[src/rtl/ifu_fetch.sv]
// Instruction-fetch stage: owns the fetch PC, addresses the combinational instruction ROM
// and fills the IF/ID pipeline register, flagging out-of-range or misaligned fetches.
module ifu_fetch #(
  parameter logic [31:0] RESET_PC = 32'h0000_3000,
  parameter logic [31:0] IM_BASE  = 32'h0000_3000,
  parameter int unsigned IM_WORDS = 256
) (
  input  logic        clk,
  input  logic        reset,
  input  logic        stall_i,
  input  logic        redirect_i,
  input  logic [31:0] redirect_pc_i,
  input  logic        flush_i,
  output logic [7:0]  im_addr,
  input  logic [31:0] im_dout,
  output logic [31:0] pc_f,
  output logic [31:0] instr_d,
  output logic [31:0] pc_d,
  output logic [31:0] pc4_d,
  output logic        valid_d,
  output logic        fetch_err_d,
  output logic [31:0] fetch_count
);

  // Upper bound kept 33 bits wide so a ROM ending at the top of memory cannot wrap.
  localparam logic [32:0] ImLimit = {1'b0, IM_BASE} + (33'(IM_WORDS) << 2);

  typedef struct packed {
    logic [31:0] instr;
    logic [31:0] pc;
    logic [31:0] pc4;
    logic        valid;
    logic        err;
  } ifid_t;

  logic [31:0] fpc_q, fpc_d;
  logic [31:0] fcnt_q, fcnt_d;
  ifid_t       ifid_q, ifid_d;

  logic [31:0] offset;
  logic [31:0] pc_plus4;
  logic        misaligned;
  logic        below_base;
  logic        above_top;
  logic        fault;
  logic        unused_offset;

  assign offset        = fpc_q - IM_BASE;
  assign im_addr       = offset[9:2];
  assign unused_offset = ^{offset[31:10], offset[1:0]};
  assign pc_plus4      = fpc_q + 32'd4;

  assign misaligned = |fpc_q[1:0];
  assign below_base = fpc_q < IM_BASE;
  assign above_top  = {1'b0, fpc_q} >= ImLimit;
  assign fault      = misaligned | below_base | above_top;

  always_comb begin
    fpc_d  = fpc_q;
    fcnt_d = fcnt_q;
    ifid_d = ifid_q;
    if (flush_i) begin
      fpc_d  = redirect_pc_i;
      ifid_d = '0;
    end else if (!stall_i) begin
      // The word at the current PC is committed even on redirect (branch delay slot).
      ifid_d.instr = fault ? 32'h0 : im_dout;
      ifid_d.pc    = fpc_q;
      ifid_d.pc4   = pc_plus4;
      ifid_d.valid = 1'b1;
      ifid_d.err   = fault;
      fcnt_d       = fcnt_q + 32'd1;
      fpc_d        = redirect_i ? redirect_pc_i : pc_plus4;
    end
  end

  always_ff @(posedge clk) begin
    if (reset) begin
      fpc_q  <= RESET_PC;
      fcnt_q <= '0;
      ifid_q <= '0;
    end else begin
      fpc_q  <= fpc_d;
      fcnt_q <= fcnt_d;
      ifid_q <= ifid_d;
    end
  end

  assign pc_f        = fpc_q;
  assign instr_d     = ifid_q.instr;
  assign pc_d        = ifid_q.pc;
  assign pc4_d       = ifid_q.pc4;
  assign valid_d     = ifid_q.valid;
  assign fetch_err_d = ifid_q.err;
  assign fetch_count = fcnt_q;

endmodule

[config.mk]
export PLATFORM = sky130hd
export DESIGN_NAME = ifu_fetch
export DESIGN_NICKNAME = d
export VERILOG_FILES = /design/src/rtl/ifu_fetch.sv
export SDC_FILE = /design/constraint.sdc
export NUM_CORES = 1
export LEC_CHECK = 0
export BUFFER_PORTS_ARGS = -buffer_cell sky130_fd_sc_hd__buf_2
export CAP_MARGIN = 20
export CORE_MARGIN = 3
export CORE_UTILIZATION = 50
export CTS_CLUSTER_SIZE = 10
export DETAILED_ROUTE_END_ITERATION = 8
export GPL_TIMING_DRIVEN = 0
export PLACE_DENSITY = 0.8
export SLEW_MARGIN = 20
export SYNTH_ARGS = -nofsm -noshare
export SYNTH_HDL_FRONTEND = slang
export SYNTH_SLANG_ARGS = --single-unit
[constraint.sdc]
create_clock -name clk -period 2.7 [get_ports clk]
set_input_delay 0.27 -clock clk [delete_from_list [all_inputs] [get_ports clk]]
set_output_delay 0.27 -clock clk [all_outputs]
set_load 0.01 [all_outputs]
==> results.md, run 1 <==
- Per-cell via count in the routed design: around 5.7
- Relative max-transition margin: between 40% and 50%
- Source-to-sink clock delay at the later pin of the worst-skew pair: around 0.42 ns
- Net switching share of the total power: about a quarter
- Unique masters post-synth: 55
- Count of cells along the worst hold path: 3
- Num Clock Sinks: 160
- Internal: 0.004124 W
- Wire length per cell after detailed routing: 18.03 um
- Global-route wire length before repair: 35.21 mm
- Cells traversed along the worst timing path: clkbuf_1 -> nand3_1 -> nand3b_2 -> or4_2 -> o22ai_1 -> a21oi_1
- Total of fill cells in the finished design: about 1.1k
- Initial antenna violation count: 3
- Congestion Overflow GR: 0
- Gate count after technology mapping: about 780
- Synthesis-to-layout area growth: 28.88%
- Detail Placement HPWL: about 16 mm
- Result of the run: finished clean
- Post-synth net total: 854
- Startpoint-to-endpoint class of the critical path: flop to flop
- Worst path arrival time: 2.78 ns
- Routability congestion estimate: 0.9253
- Clock tree root buffer cell: sky130_fd_sc_hd__clkbuf_16
- Number of failing hold endpoints at the final stage: 0
- Final Cycle Share: 92.36%
- Clock tree from TritonCTS: yes
- Fraction of power consumed by sequential logic: ~45%
- Power dissipated by switching net loads: 0.001446 W
- Share of post-route cells with drive strength above 1: between 30 and 40%
- Worst Path Required: approximately 3 ns
- Post-layout minimum cycle time: 2.494 ns
- Post-CTS Setup Bufs: 0
- Bufs on Longest Clock Path: 2
- Leakage power: 4.051 nW
- Port Buffer Count: between 200 and 250
- DRC: 0
- Clock transition time at the flip-flop clock pins of the worst setup and hold paths: 0.07 ns
- Setup total negative slack: 0 ns
- Mean cell area of the mapped netlist: approximately 9 um^2
- Drt first pass iters: 7
- Startpoint Class: flop
- Clock power share: 44.9%
- Number of H-tree levels: 4
- Number of synthesis warnings: 0
- Core box area: 13450 um^2
- Maximum net fanout on the critical path: 10
- Crit-path max cell delay: 0.65 ns
- Final hold slack: 0.07615 ns
- Via count of the first global-routing pass: 6668
- Initial standard-cell utilization of the core: 52.07%
- Max VDD drop: 0.3740 mV
- # rows: 42
- Count of routing violations after the opening detailed-route iteration: 612
- Largest net degree at the start of global routing: 17
- Portion of total power attributed to combinational logic: 10.3%
- Post-synth top flop: sky130_fd_sc_hd__dfxtp_1
- Die extent in y: 124.4 um
- Pins over their slew limit: 0
- Ports: 239
- Fraction of registers with async set/reset: 0%
- Sequential share of the synthesized area: 45.72%
- Critical-path top delay cell: sky130_fd_sc_hd__or4_2
- Total Wirelength: 22.14 mm
- Die width: 124.4 um
- Final Setup Violations: 0
- Critical path capture point type: flop
- Post-route antenna net violation count: 0
- GRT Total Usage: 27.84%
- Mapped Area: about 7000 um^2
- Floorplan die area: ~15000 um^2
- Maximum operating frequency: 401.0 MHz
- Total CTS buffers: 17
- Number of enable flip-flop cells after synthesis: 0
- Least-Margin Pin Slew: 0.7985 ns
- # nets final: 1109
- Number of cells traversed by the worst register-to-register path: 6
- Areal power density over the cells: approximately 620 nW/um^2
- Yosys reg bits: 160
- Max-capacitance violation count: 0
- Total via count in the routed design: 6975
- Worst hold path class: primary input to flop
- Max Clock Skew: around 0.0076 ns
- Unrepaired setup endpoints after global routing: false
## flip-flops by register name, summed over array words and instances, names as in the netlist
signal       cells
valid_d          1
pc_f            32
instr_d         32
pc4_d           30
fetch_count     32
pc_d            32
fetch_err_d      1
## worst max-delay path: cells and delay by family (launching register included)
family / cells / cell delay [ns]
AND/OR/NAND/NOR: 3 / 1.37
flip-flops: 1 / 0.38
buffers and inverters: 1 / 0.34
AO/OA/AOI/OAI: 2 / 0.27
## path summary, 6_finish.rpt
check / startpoint / endpoint / slack [ns]
max: pc_f[4]$_SDFFE_PP0P_ / pc_f[23]$_SDFFE_PP0P_ / 0.21
min: im_dout[14] / instr_d[14]$_SDFFE_PP0N_ / 0.08
max reg2reg: pc_f[4]$_SDFFE_PP0P_ / pc_f[23]$_SDFFE_PP0P_ / 0.21
min reg2reg: valid_d$_SDFFE_PP0N_ / valid_d$_SDFFE_PP0N_ / 0.46
## routing by layer
| layer | wire length [um] | global-route usage, % | share of wire (%) | vias up |
|---|---|---|---|---|
| met4 | 503 | 10.12 | 2.3 | 2 |
| met1 | 9187 | 36.09 | 42 | 3226 |
| met2 | 10170 | 43.64 | 46 | 414 |
| li1 | - | - | - | 3280 |
| met5 | 11 | 0 | 0.050 | - |
| met3 | 2269 | 8.834 | 10 | 53 |
## per-stage QoR
stage / util [%] / cells / setup WS [ns] / instance area [um^2] / total power [W]
5_1_grt: 67.11 / 1228 / 0.09625 / 9029 / 0.005734
2_1_floorplan: - / 782 / 0.6648 / 7005 / 0.002868
4_1_cts: 67.04 / 1226 / 0.2805 / 9019 / 0.005572
6_report: 67.11 / 1228 / 0.2064 / 9029 / 0.005570
3_3_place_gp: 62.49 / 1194 / 0.1899 / 8407 / 0.003101
3_5_place_dp: 62.49 / 1194 / 0.1728 / 8407 / 0.003108
## layout make-up
type | count | area, um^2 | share of cell area [%]
Multi-Input combinational cell | 536 | 3321 | 36.78
Timing Repair Buffer | 236 | 1181 | 13.08
Clock inverter | 15 | 186.4 | 2.065
Clock buffer | 17 | 425.4 | 4.712
Antenna cell | 2 | 5.005 | 0.05543
Inverter | 11 | 41.29 | 0.4573
Tap cell | 176 | 220.2 | 2.439
Sequential cell | 160 | 3203 | 35.48
Buffer | 75 | 445.4 | 4.933
## synth_stat cells, types with 2 or more instances
cell | n | area, um^2
sky130_fd_sc_hd__and4_1 | 8 | 70.07
sky130_fd_sc_hd__a221oi_1 | 2 | 17.52
sky130_fd_sc_hd__a21o_1 | 2 | 15.01
sky130_fd_sc_hd__a41o_1 | 5 | 50.05
sky130_fd_sc_hd__a31oi_1 | 3 | 18.77
sky130_fd_sc_hd__xor2_1 | 32 | 280.3
sky130_fd_sc_hd__nand2_1 | 45 | 168.9
sky130_fd_sc_hd__clkbuf_8 | 7 | 96.34
sky130_fd_sc_hd__a22oi_1 | 47 | 352.8
sky130_fd_sc_hd__mux2i_1 | 33 | 330.3
sky130_fd_sc_hd__buf_6 | 3 | 33.78
sky130_fd_sc_hd__nor3_1 | 13 | 65.06
sky130_fd_sc_hd__nand3_1 | 24 | 120.1
sky130_fd_sc_hd__nor4_1 | 10 | 62.56
sky130_fd_sc_hd__buf_4 | 16 | 120.1
sky130_fd_sc_hd__clkbuf_1 | 37 | 138.9
sky130_fd_sc_hd__a21oi_1 | 42 | 210.2
sky130_fd_sc_hd__o21ba_2 | 6 | 60.06
sky130_fd_sc_hd__or3_1 | 6 | 37.54
sky130_fd_sc_hd__and2_1 | 3 | 18.77
sky130_fd_sc_hd__buf_1 | 8 | 30.03
sky130_fd_sc_hd__buf_2 | 2 | 10.01
sky130_fd_sc_hd__and3_1 | 9 | 56.30
sky130_fd_sc_hd__dfxtp_1 | 160 | 3203
sky130_fd_sc_hd__xnor2_1 | 20 | 175.2
sky130_fd_sc_hd__nor2_1 | 122 | 457.9
sky130_fd_sc_hd__a32oi_1 | 2 | 17.52
sky130_fd_sc_hd__o21ai_0 | 42 | 210.2
sky130_fd_sc_hd__a211oi_1 | 3 | 22.52
sky130_fd_sc_hd__inv_1 | 10 | 37.54
sky130_fd_sc_hd__a222oi_1 | 3 | 30.03
sky130_fd_sc_hd__o311ai_0 | 4 | 35.03
sky130_fd_sc_hd__nand4_1 | 22 | 137.6
sky130_fd_sc_hd__nor4_4 | 3 | 63.81
sky130_fd_sc_hd__ha_1 | 3 | 37.54
sky130_fd_sc_hd__o22ai_1 | 6 | 37.54
## power by group through the flow
stage               clock (W)  combinational [W]  sequential, W
global placement            0           0.000557        0.00254
finish                0.00250           0.000573        0.00250
global route          0.00261           0.000622        0.00250
CTS                   0.00251           0.000564        0.00249
detailed placement          0           0.000561        0.00255
floorplan                   0           0.000310        0.00256
## layout by cell type, fill, tap and decap left out, types with 7 or more instances in the layout
cell type	count
sky130_fd_sc_hd__nor3_1	12
sky130_fd_sc_hd__buf_1	8
sky130_fd_sc_hd__buf_4	16
sky130_fd_sc_hd__mux2i_1	33
sky130_fd_sc_hd__o21ai_0	42
sky130_fd_sc_hd__nor4_1	10
sky130_fd_sc_hd__nand4_1	22
sky130_fd_sc_hd__clkbuf_1	37
sky130_fd_sc_hd__nand2_1	45
sky130_fd_sc_hd__dfxtp_1	160
sky130_fd_sc_hd__and4_1	8
sky130_fd_sc_hd__inv_1	10
sky130_fd_sc_hd__and3_1	9
sky130_fd_sc_hd__clkbuf_16	17
sky130_fd_sc_hd__a22oi_1	47
sky130_fd_sc_hd__nand3_1	24
sky130_fd_sc_hd__a21oi_1	42
sky130_fd_sc_hd__buf_2	238
sky130_fd_sc_hd__xor2_1	32
sky130_fd_sc_hd__nor2_1	122
sky130_fd_sc_hd__xnor2_1	20
sky130_fd_sc_hd__clkbuf_8	7
## timing repair
action                                  4_1_cts  5_1_grt
gates resized for setup                       0        1
hold buffers                                  0        0
endpoints found under the setup margin        0        1
## cell families after synthesis
| family | after synthesis | synth area share [%] |
|---|---|---|
| AND/OR/NAND/NOR | 274 | 19.31 |
| AO/OA/AOI/OAI | 174 | 16.27 |
| flip-flops | 160 | 45.72 |
| buffers and inverters | 86 | 6.948 |
| XOR/XNOR | 52 | 6.501 |
| multiplexers | 33 | 4.715 |
| adder cells (fa/ha/maj) | 3 | 0.5359 |
No activity file was read; power rests on OpenSTA's default activity.
==> run 2, diff against run 1 <==
Settings changed: CTS_BUF_LIST set to sky130_fd_sc_hd__clkbuf_8 sky130_fd_sc_hd__clkbuf_16, PLACE_DENSITY 0.8 to 0.77.
==> results.md, run 2 (synthesized netlist as in run 1, its figures left out) <==
- Result of the run: finished clean
- Most frequent standard cell in the layout excluding fill and tap cells: sky130_fd_sc_hd__buf_2
- Maximum operating frequency: 407.5 MHz
- Max-capacitance violation count: 0
- Clock tree root buffer cell: sky130_fd_sc_hd__clkbuf_16
- Final Setup Violations: 0
- Share of post-route cells with drive strength above 1: 29.58%
- Congestion Overflow GR: 0
- Number of failing hold endpoints at the final stage: 0
- Post-CTS Setup Bufs: 0
- Worst hold path class: primary input to flop
- Per-cell via count in the routed design: 5.694
- Number of H-tree levels: 4
- Design area: 8989 um^2
- Total CTS buffers: 17
- Largest net degree at the start of global routing: 17
- Total Wirelength: 22.23 mm
- Setup total negative slack: 0 ns
- GRT Total Usage: 28.05%
- Final Cycle Share: 90.90%
- Launch point of the worst path: pc_f[4]$_SDFFE_PP0P_
- Areal power density over the cells: between 600 and 700 nW/um^2
- Total of fill cells in the finished design: around 1.2k
- Relative max-transition margin: 42.46%
- Max Clock Skew: 0.005354 ns
- WP buf/inv: 1
- Logic depth of the worst path, buffers included: 6
- Initial standard-cell utilization of the core: 52.07%
- Terminus of the critical flop-to-flop path: pc_f[23]$_SDFFE_PP0P_
- Count of routing violations after the opening detailed-route iteration: 612
- Routability congestion estimate: 0.9387
- Post-route antenna net violation count: 0
- Global-route wire length before repair: around 35 mm
- # rows: 42
- Startpoint-to-endpoint class of the critical path: flop to flop
- Leakage power: 4.064 nW
- Num Clock Sinks: 160
- Ports: 239
- Detail Placement HPWL: 16.33 mm
- Count of cells along the worst hold path: 3
- Worst hold endpoint: pc_f[15]$_SDFFE_PP0P_
- Critical path capture point type: flop
- Largest delay share family, worst path: simple AND/OR/NAND/NOR gates
- Post-layout minimum cycle time: around 2.5 ns
- Drt first pass iters: 5
- Number of instances resized during post-cts repair: 0
- Die extent in y: around 120 um
- Worst r2r src: pc_f[4]$_SDFFE_PP0P_
- # nets final: around 1.1k
- Bufs on Longest Clock Path: 2
- Worst path arrival time: 2.75 ns
- Port Buffer Count: 236
- Clock transition time at the flip-flop clock pins of the worst setup and hold paths: about 0.06 ns
- Via count of the first global-routing pass: between 6k and 7k
- CTS Hold Buffers Added: 0
- Source-to-sink clock delay at the later pin of the worst-skew pair: 0.42 ns
- Max VDD drop: 0.3936 mV
- Startpoint of the lowest-slack hold path: redirect_pc_i[15]
- Reg2Reg Setup Slack: roughly 0.25 ns
- Core box area: 13450 um^2
- Cells traversed along the worst timing path: clkbuf_1 -> nand3_1 -> nand3b_2 -> or4_2 -> o22ai_1 -> a21oi_1
- Synthesis-to-layout area growth: 28.31%
- Number of cells traversed by the worst register-to-register path: 6
- DRC: 0
- Highest-count cells in the layout ignoring fill and taps: 238 x sky130_fd_sc_hd__buf_2, 160 x sky130_fd_sc_hd__dfxtp_1, 122 x sky130_fd_sc_hd__nor2_1
- Floorplan die area: roughly 15000 um^2
- Unrepaired setup endpoints after global routing: false
- Total via count in the routed design: approximately 7.0k
- Wire length per cell after detailed routing: 18.11 um
- Worst Path Required: 2.99 ns
- Least-Margin Pin Slew: between 0.8 and 0.9 ns
- Initial antenna violation count: 3
- Clock tree from TritonCTS: yes
- Startpoint Class: flop
- Crit-path max cell delay: approximately 0.63 ns
- Pins over their slew limit: 0
- Placement Cell Area: approximately 8400 um^2
- Die width: 124.4 um
- Maximum net fanout on the critical path: 10
- Critical-path top delay cell: sky130_fd_sc_hd__or4_2
[run 2: layout make-up]
class,count,area (um^2),share of cell area [%]
sequential,160,3203,35.63
buffer,75,445.4,4.955
antenna,3,7.507,0.08352
timing repair buffer,236,1181,13.14
multi-input combinational,536,3316,36.89
clock buffer,21,480.5,5.345
clock inverter,9,93.84,1.044
tap,176,220.2,2.450
inverter,11,41.29,0.4594
[run 2: worst max-delay path by stage]
| stage | slack (ns) | to |
|---|---|---|
| finish | 0.25 | pc_f[23]$_SDFFE_PP0P_ |
| global route | 0.004 | instr_d[27]$_SDFFE_PP0N_ |
| CTS | 0.26 | pc_f[23]$_SDFFE_PP0P_ |
| detailed placement | 0.18 | instr_d[23]$_SDFFE_PP0N_ |
| global placement | 0.17 | instr_d[29]$_SDFFE_PP0N_ |
| floorplan | 0.66 | pc_f[26]$_SDFFE_PP0P_ |
[run 2: worst register-to-register path: stages, from the launching register on]
cell and delay [ns]:
sky130_fd_sc_hd__dfxtp_1 0.35, sky130_fd_sc_hd__clkbuf_1 0.33, sky130_fd_sc_hd__nand3_1 0.27, sky130_fd_sc_hd__nand3b_2 0.46
sky130_fd_sc_hd__or4_2 0.63, sky130_fd_sc_hd__o22ai_1 0.19, sky130_fd_sc_hd__a21oi_1 0.09
[run 2: power breakdown]
| part | switching [W] | total, W | internal [W] | leakage (nW) |
|---|---|---|---|---|
| sequential | 0.0000724 | 0.00250 | 0.00243 | 1.30 |
| combinational | 0.000342 | 0.000575 | 0.000233 | 2.46 |
| clock | 0.000913 | 0.00235 | 0.00143 | 0.300 |
| total | 0.00133 | 0.00542 | 0.00409 | 4.06 |
[run 2: per-layer routing]
| layer | wire [um] | track usage (%) | vias up |
|---|---|---|---|
| li1 | - | - | 3278 |
| met2 | 10320 | 44.66 | 390 |
| met1 | 9200 | 36.27 | 3264 |
| met5 | 0 | 0 | - |
| met3 | 2123 | 7.419 | 54 |
| met4 | 585 | 11.28 | 0 |
[run 2: through the flow]
stage | total power [W] | instances | utilization (%) | hold WS, ns | worst slack [ns]
2_1_floorplan | 0.002868 | 782 | - | 0.3905 | 0.6648
3_3_place_gp | 0.003105 | 1194 | 62.49 | 0.4462 | 0.1661
3_5_place_dp | 0.003111 | 1194 | 62.49 | 0.4498 | 0.1783
4_1_cts | 0.005431 | 1224 | 66.76 | 0.05554 | 0.2559
5_1_grt | 0.005599 | 1227 | 66.82 | 0.06693 | 0.003878
6_report | 0.005419 | 1227 | 66.82 | 0.06591 | 0.2458
